$ cat src/rtl/intersection_pkg.sv
// Shared types and lamp encodings for the intersection right-of-way arbiter.
package intersection_pkg;

    typedef enum logic [1:0] {
        ST_ALLRED = 2'd0,
        ST_GREEN  = 2'd1,
        ST_YELLOW = 2'd2
    } state_e;

    localparam logic [2:0] LIGHT_RED = 3'b100;
    localparam logic [2:0] LIGHT_YEL = 3'b010;
    localparam logic [2:0] LIGHT_GRN = 3'b001;

endpackage

$ cat src/rtl/rr_picker.sv
// Rotating-priority search over approach requests, starting just after ptr.
module rr_picker #(
    parameter int N_APP = 4
) (
    input  logic [N_APP-1:0]         req,
    input  logic [$clog2(N_APP)-1:0] ptr,
    output logic                     any,
    output logic [$clog2(N_APP)-1:0] winner
);

    localparam int ID_W = $clog2(N_APP);

    logic [ID_W-1:0] idx;

    // Walk from the farthest candidate down to ptr+1 so the nearest hit wins.
    always_comb begin
        any    = 1'b0;
        winner = '0;
        idx    = '0;
        for (int k = N_APP; k >= 1; k--) begin
            idx = ID_W'((int'(ptr) + k) % N_APP);
            if (req[idx]) begin
                any    = 1'b1;
                winner = idx;
            end
        end
    end

endmodule

$ cat src/rtl/intersection_arbiter.sv
// Round-robin right-of-way arbiter with min/max green, yellow, all-red clearance
// and emergency preemption; drives one 3-bit lamp code per approach.
module intersection_arbiter
    import intersection_pkg::*;
#(
    parameter int N_APP     = 4,
    parameter int CNT_W     = 8,
    parameter int GREEN_MIN = 10,
    parameter int GREEN_MAX = 30,
    parameter int YELLOW    = 3,
    parameter int ALLRED    = 2
) (
    input  logic                     clk,
    input  logic                     rst_n,
    input  logic                     tick,
    input  logic [N_APP-1:0]         sensor,
    input  logic                     preempt,
    input  logic [$clog2(N_APP)-1:0] preempt_id,
    output logic [3*N_APP-1:0]       light,
    output logic [$clog2(N_APP)-1:0] active_id,
    output logic                     in_preempt
);

    localparam int ID_W = $clog2(N_APP);

    if (N_APP < 2 || GREEN_MIN < 1 || GREEN_MAX < GREEN_MIN || YELLOW < 1 || ALLRED < 1 ||
        GREEN_MAX >= (1 << CNT_W) || YELLOW >= (1 << CNT_W) || ALLRED >= (1 << CNT_W))
    begin : g_bad_params
        $error("intersection_arbiter: illegal timing parameters");
    end

    state_e             state, state_n;
    logic [CNT_W-1:0]   timer, timer_n;
    logic [CNT_W-1:0]   elapsed, elapsed_n, el_inc;
    logic [ID_W-1:0]    rr_ptr, rr_n, active_n;
    logic               inp_n;
    logic [N_APP-1:0]   others_req;
    logic               others_any, own_req;
    logic               rr_any;
    logic [ID_W-1:0]    rr_win;
    logic [3*N_APP-1:0] light_n;

    rr_picker #(.N_APP(N_APP)) u_rr (
        .req    (sensor),
        .ptr    (rr_ptr),
        .any    (rr_any),
        .winner (rr_win)
    );

    always_comb begin
        others_req = sensor;
        for (int i = 0; i < N_APP; i++)
            if (active_id == ID_W'(i)) others_req[i] = 1'b0;
        others_any = |others_req;
        own_req    = sensor[active_id];
        el_inc     = (elapsed == '1) ? elapsed : elapsed + 1'b1;
    end

    always_comb begin
        state_n   = state;
        timer_n   = timer;
        elapsed_n = elapsed;
        active_n  = active_id;
        rr_n      = rr_ptr;
        inp_n     = in_preempt & preempt;
        case (state)
            ST_ALLRED: begin
                if (tick) begin
                    if (timer <= CNT_W'(1)) begin
                        state_n   = ST_GREEN;
                        elapsed_n = '0;
                        if (preempt) begin
                            active_n = preempt_id;
                            inp_n    = 1'b1;
                        end else if (rr_any) begin
                            active_n = rr_win;
                            rr_n     = rr_win;
                            inp_n    = 1'b0;
                        end else begin
                            active_n = '0;
                            inp_n    = 1'b0;
                        end
                    end else begin
                        timer_n = timer - 1'b1;
                    end
                end
            end
            ST_GREEN: begin
                // Preemption for a different approach leaves green at once, tick or not.
                if (preempt && preempt_id != active_id) begin
                    state_n = ST_YELLOW;
                    timer_n = CNT_W'(YELLOW);
                end else if (tick) begin
                    elapsed_n = el_inc;
                    if (!preempt && others_any && el_inc >= CNT_W'(GREEN_MIN) &&
                        (!own_req || el_inc >= CNT_W'(GREEN_MAX))) begin
                        state_n = ST_YELLOW;
                        timer_n = CNT_W'(YELLOW);
                    end
                end
            end
            ST_YELLOW: begin
                if (tick) begin
                    if (timer <= CNT_W'(1)) begin
                        state_n = ST_ALLRED;
                        timer_n = CNT_W'(ALLRED);
                    end else begin
                        timer_n = timer - 1'b1;
                    end
                end
            end
            default: begin
                state_n = ST_ALLRED;
                timer_n = CNT_W'(ALLRED);
            end
        endcase
    end

    // Lamps are decoded from next-state so they change on the same edge as the FSM.
    always_comb begin
        light_n = {N_APP{LIGHT_RED}};
        for (int i = 0; i < N_APP; i++) begin
            if (active_n == ID_W'(i)) begin
                if (state_n == ST_GREEN)       light_n[3*i +: 3] = LIGHT_GRN;
                else if (state_n == ST_YELLOW) light_n[3*i +: 3] = LIGHT_YEL;
            end
        end
    end

    always_ff @(posedge clk or negedge rst_n) begin
        if (!rst_n) begin
            state      <= ST_ALLRED;
            timer      <= CNT_W'(ALLRED);
            elapsed    <= '0;
            active_id  <= '0;
            rr_ptr     <= '0;
            in_preempt <= 1'b0;
            light      <= {N_APP{LIGHT_RED}};
        end else begin
            state      <= state_n;
            timer      <= timer_n;
            elapsed    <= elapsed_n;
            active_id  <= active_n;
            rr_ptr     <= rr_n;
            in_preempt <= inp_n;
            light      <= light_n;
        end
    end

endmodule
$ cat config.mk
export PLATFORM = sky130hd
export DESIGN_NAME = intersection_arbiter
export DESIGN_NICKNAME = d
export VERILOG_FILES = /design/src/rtl/intersection_pkg.sv /design/src/rtl/rr_picker.sv /design/src/rtl/intersection_arbiter.sv
export SDC_FILE = /design/constraint.sdc
export NUM_CORES = 1
export LEC_CHECK = 0
export CORE_UTILIZATION = 40
export DETAILED_ROUTE_END_ITERATION = 8
export PLACE_DENSITY = 0.6
export SYNTH_ARGS = -nofsm -noshare
export SYNTH_HDL_FRONTEND = slang
export SYNTH_SLANG_ARGS = --single-unit
export TNS_END_PERCENT = 30
$ cat constraint.sdc
create_clock -name clk -period 3.3 [get_ports clk]
set_input_delay 0.66 -clock clk [delete_from_list [all_inputs] [get_ports clk]]
set_output_delay 0.66 -clock clk [all_outputs]
set_load 0.01 [all_outputs]
---- Word level (Yosys, flattened, before mapping) ----
Index checks and enable logic that the tools add are counted.
storage, ports and cells
  register bits after elaboration ......... 35
  input port bits ......................... 10
  output and inout port bits .............. 15
  word-level logic and storage cells ...... 117
operators by class
  add/subtract/negate cells ............... 6
  magnitude comparators ................... 8
  equal/unequal tests ..................... 20
  muxes and demuxes ....................... 59
  bitwise gates (word level) .............. 2
  reduce and logical (&&, ||, !) cells .... 15
operators with widths
  cell                 number
  $mux 8               12
  $mux 2               16
  $pmux 8 s3           1
  $mux 3               6
  $mux 1               17
  $pmux 8 s2           1
  $lt 2x3->1 const B   5
  $reduce_and 5->1     3
  $eq 2x2->1 const B   6
  $ne 2x2->1 const B   6
  $bmux 1 s2           5
  $add 8x1->8 const B  1
  $eq 2x1->1 const B   4
  $eq 8x8->1 const B   1
  $ge 8x4->1 const B   1
  $ge 8x5->1 const B   1
  $le 8x1->1 const B   1
  $sub 8x1->8 const B  1
  $logic_not 2->1      3
  $ne 3x3->1 const B   2
  $pmux 2 s3           1
  $add 2x1->2 const B  2
  $add 2x2->2 const B  2
  $logic_and 1x1->1    4
  7 further kinds      8

---- Depth between registers and ports, before layout ----
  word-level depth ........................ 14
  mapped depth ............................ 11
  gate-level depth less buffers ........... 11

---- By module ----
Synthesis repeated with hierarchy kept, for this count alone.
unflattened totals
  cells, all modules ...................... 223
  area, all modules ....................... 2130.8 um^2
by module, submodules not included
  module                times used  cells an instance  area an instance (um^2)  seq. area each (um^2)
  intersection_arbiter  1           209                2039.5                   882.1
  rr_picker             1           14                 91.3                     0.0

---- Least setup slack after synthesis ----
Ideal clock, no wire load.
  path kind ............................... reg2reg
  from .................................... register elapsed[0]
  to ...................................... register light[11]
  library setup time ...................... 88 ps
  arrival time ............................ 2593 ps
  required time ........................... 3212 ps
  setup slack ............................. 619 ps
  stages on the path, launching flop included .. 11
  buffers on the path ..................... 0
  period minus slack after synthesis ...... 2681 ps
  path through ............................ dfrtp_1 > ha_1 > and3_1 > nand3_1 > o211ai_1 > a221o_2 > o211a_1 > o21ai_1 > inv_1 > ha_1 > or3_1
between the ends
  word-level cells in the longest chain between the ends .. 13
  elaborated cells on any way between the ends .. 17
  those cells by class .................... add/sub: 1; order compare: 2; eq/ne: 3; mux: 8; reduce/logical: 3
ends and longest elaborated chain
  what                                                   RTL line                                                source
  start: declaration                                     intersection_arbiter.sv:34                              logic [CNT_W-1:0] elapsed, elapsed_n, el_inc;
  start signal: assignment                               intersection_arbiter.sv:142                             elapsed <= elapsed_n;
  $add 8x1->8 or $eq 8x8->1 (tied branches)              intersection_arbiter.sv:56                              el_inc = (elapsed == '1) ? elapsed : elapsed + 1'b1;
  $mux 8 (*)                                             intersection_arbiter.sv:56
  $ge 8x4->1 or $ge 8x5->1 (tied branches)               intersection_arbiter.sv:95, intersection_arbiter.sv:96
  $logic_and 1x1->1 or $logic_or 1x1->1 (tied branches)  intersection_arbiter.sv:95, intersection_arbiter.sv:96
  $logic_and 1x1->1 (*)                                  intersection_arbiter.sv:95                              if (!preempt && others_any && el_inc >= CNT_W'(GREEN_MIN) &&
  $mux 2 (*)                                             intersection_arbiter.sv:95
  $mux 2 (*)                                             intersection_arbiter.sv:93                              end else if (tick) begin
  $mux 2 (*)                                             intersection_arbiter.sv:90                              if (preempt && preempt_id != active_id) begin
  $pmux 2 s3 (*)                                         intersection_arbiter.sv:66                              case (state)
  net state_n[1]                                         intersection_arbiter.sv:32                              state_e state, state_n;
  $eq 2x2->1                                             intersection_arbiter.sv:125                             else if (state_n == ST_YELLOW) light_n[3*i +: 3] = LIGHT_YEL;
  $mux 3                                                 intersection_arbiter.sv:125
  $mux 3 (*)                                             intersection_arbiter.sv:124                             if (state_n == ST_GREEN) light_n[3*i +: 3] = LIGHT_GRN;
  $mux 3 (*)                                             intersection_arbiter.sv:123                             if (active_n == ID_W'(i)) begin
  net light_n[11]                                        intersection_arbiter.sv:41                              logic [3*N_APP-1:0] light_n;
  end signal: assignment                                 intersection_arbiter.sv:138                             light <= {N_APP{LIGHT_RED}};
  end signal: assignment                                 intersection_arbiter.sv:146                             light <= light_n;
  end: declaration                                       intersection_arbiter.sv:19                              output logic [3*N_APP-1:0] light,
The timed path passes the listed nets; every way through them passes the cells marked *.
A chain may end at the register's enable or synchronous reset.

---- Worst setup path after layout ----
Same ends and word-level chain as after synthesis.

==> reports/metrics.cfg <==
[run_status]
status=finished, final reports clean

[critical_path]
critPathKind=reg2reg
path_delay_family=compound AO/OA/AOI/OAI gates
reg2reg_depth=10
crit_arrival_ps=3180
end_kind=register
worstPathRequired_ps=3520
slowest_delay_ps=460
cp_common_cell=ha_1
startpoint_type=register
slowest_stage=dfrtp_1
critical_path.cell_chain=ha_1, and3_1, nand3_1, o211ai_1, a221o_2, o211a_1, o21ai_1, inv_1, ha_1, or3_1
path_buf_inv=1
path_max_fanout=7
critical_path_depth=10

[sta]
setup_viol=0
fin_crit_sh_pct=89.5
skew_ps=5.14
postLayoutSetupSlackWorst_ps=346
rsz0062_at_grt=no
timing.fmax_mhz=339
slew_violations=0
worst_slew_pin_slew_ps=470
fin_crit_ps=2950
hold_ws_ps=498
setup_tns_ps=0
relSlewSlack_pct=68.5
hold_viol=0

[synth]
synth_ff_type=dfrtp_1
synthTopCellsByArea=dfrtp_1 (36%), dfstp_2 (6.3%), mux2i_1 (4.3%)
syn_avg_cell_area_um2=9.30
syn-num-nets=240
synth_xor_area_share_pct=1.67
synth_top_family_by_area=simple AND/OR/NAND/NOR gates
synthAdderAreaFrac_pct=2.99
syn_area_um2=2090
synth_compound_area_share_pct=21.2
synthMuxAreaShare_pct=5.92
yosysWarningCount=0
yosysTopAreaCell=dfrtp_1
synth_top_cell_area_share_pct=35.9
ys_seq_elements=35
async_flop_share_pct=100
synth_edf_count=0
synthCells=225
synthMostInstantiatedCell=dfrtp_1
yosysUniqueCellTypes=56
synth-seq-area-share_pct=42.2
yosys.area_share.simple_pct=22.6
netlist_top_cells_count=dfrtp_1 (30), nand2_1 (19), nor2_1 (18)

[clock_network]
cts_buffers=5
cts-hold-fix-buffers=0
cts_tree=done
ctsLongestPathBuffers=2
clkSinkCount=35
cts_resized=0
path_clk_slew_ps=80
postCtsSetupRepairBufs=0
h-tree-depth=2
clk_latency_ps=300
root_buffer=clkbuf_8

[placed_design]
placed_cell_area_um2=2450
port_buffers=24
pre_cts_ws_ps=169
gp_congestion=0.793
dp_hpwl_um=3280

[power]
peakVddDrop_v=0.000365
p_leak_nw=1.11
p_int_mw=1.15
pwr_density_cell_nw_per_um2=723
seq_power_share_pct=37.5
sw_frac_of_total_pct=38.3
combPwrFrac_pct=40.5
p_sw_uw=711
clkPwrFrac_pct=22.0

[cells_and_area]
nets=275
final_layout_size_suffix_gt1_share_pct=12.6
fin_area_um2=2570
syn_to_final_growth_pct=22.8
finish.utilization_pct=52.6
diodes=0

[flow_run]
cap_violations=0

[die]
die_w_um=74.3
die_area_um2=5520
core-area_um2=4880
fp-row-count=25
start_util_pct=42.9
die_h_um=74.3
io_pins=25

[routing]
routed_wl_um=4560
dr.pass1.iters=4
vias=1753
ant_nets=0
wire_per_inst_um=13.9
drc=0
drt-initial-drc-count=139
via_per_inst=5.34

[global_route]
grt.total_usage_pct=18.9
grt_pass1_wl_um=7810
grt_overflow_total=0
antenna_found_initial=0
grt_max_degree=36
grt_pass1_vias=1640

[min_path]
min_path_cells=1
hold_path.class=reg2reg

[layout make-up]
| cell class | count | area, um2 |
|---|---|---|
| clock buffer | 5 | 68.8 |
| tap | 67 | 83.8 |
| fill | 480 | 2310 |
| clock inverter | 3 | 47.5 |
| inverter | 13 | 48.8 |
| multi-input combinational | 173 | 1140 |
| timing repair buffer | 32 | 300 |
| sequential | 35 | 882 |
[placed cells by master (no fill, tap or decap), drive strengths merged, types with 4 or more instances in the layout]
master / count
dfrtp: 30
clkdlybuf4s50: 24
nand2: 19
nor2: 18
o21ai: 17
a21oi: 14
inv: 14
nor3: 11
mux2i: 9
buf: 8
nand3: 7
nand2b: 7
and3: 6
a31oi: 5
ha: 5
clkbuf: 5
dfstp: 5
or2: 4
o21a: 4
or3: 4
[per-layer routing]
layer,share of wire [%],routed length (um),GRT usage (%),vias to the layer above
met5,0,0,0,-
met4,1.6,73,6.92,0
met3,3.9,176,4.20,8
met2,44,1980,27.3,40
met1,51,2330,27.6,813
li1,-,-,-,892
[worst paths after layout]
path / from / end / slack, ps
worst max-delay path: elapsed[0]$_DFFE_PN0P_ / light[11]$_DFF_PN1_ / 350
min in group asynchronous: rst_n / timer[4]$_DFFE_PN0P_ / 770
worst min register to register: in_preempt$_DFF_PN0_ / in_preempt$_DFF_PN0_ / 500
worst min-delay path: in_preempt$_DFF_PN0_ / in_preempt$_DFF_PN0_ / 500
max in group asynchronous: rst_n / light[5]$_DFF_PN1_ / 2190
worst max register to register: elapsed[0]$_DFFE_PN0P_ / light[11]$_DFF_PN1_ / 350
[state kept, by name (all words and copies together) (netlist names)]
| name | count |
|---|---|
| state | 2 |
| elapsed | 8 |
| timer | 8 |
| in_preempt | 1 |
| rr_ptr | 2 |
| light | 12 |
| active_id | 2 |
[per-stage QoR]
stage	instances	total power [mW]
finish	328	1.86
global route	328	2.01
CTS	328	1.87
detailed placement	320	1.46
global placement	320	1.45
floorplan	225	1.20
[kinds of logic (layout without fill, tap and decap cells)]
| logic type | after synthesis | count (layout) |
|---|---|---|
| AND/OR/NAND/NOR | 89 | 89 |
| AO/OA/AOI/OAI | 64 | 64 |
| flip-flops | 35 | 35 |
| buffers and inverters | 17 | 53 |
| multiplexers | 11 | 11 |
| adder cells (fa/ha/maj) | 5 | 5 |
| XOR/XNOR | 4 | 4 |
[power by group through the flow]
stage	clock, mW	combinational (mW)	sequential (mW)
detailed placement	0	0.753	0.703
global placement	0	0.745	0.705
floorplan	0	0.515	0.682
finish	0.409	0.752	0.697
CTS	0.417	0.758	0.696
global route	0.432	0.857	0.717
No activity file was read; power rests on OpenSTA's default activity.
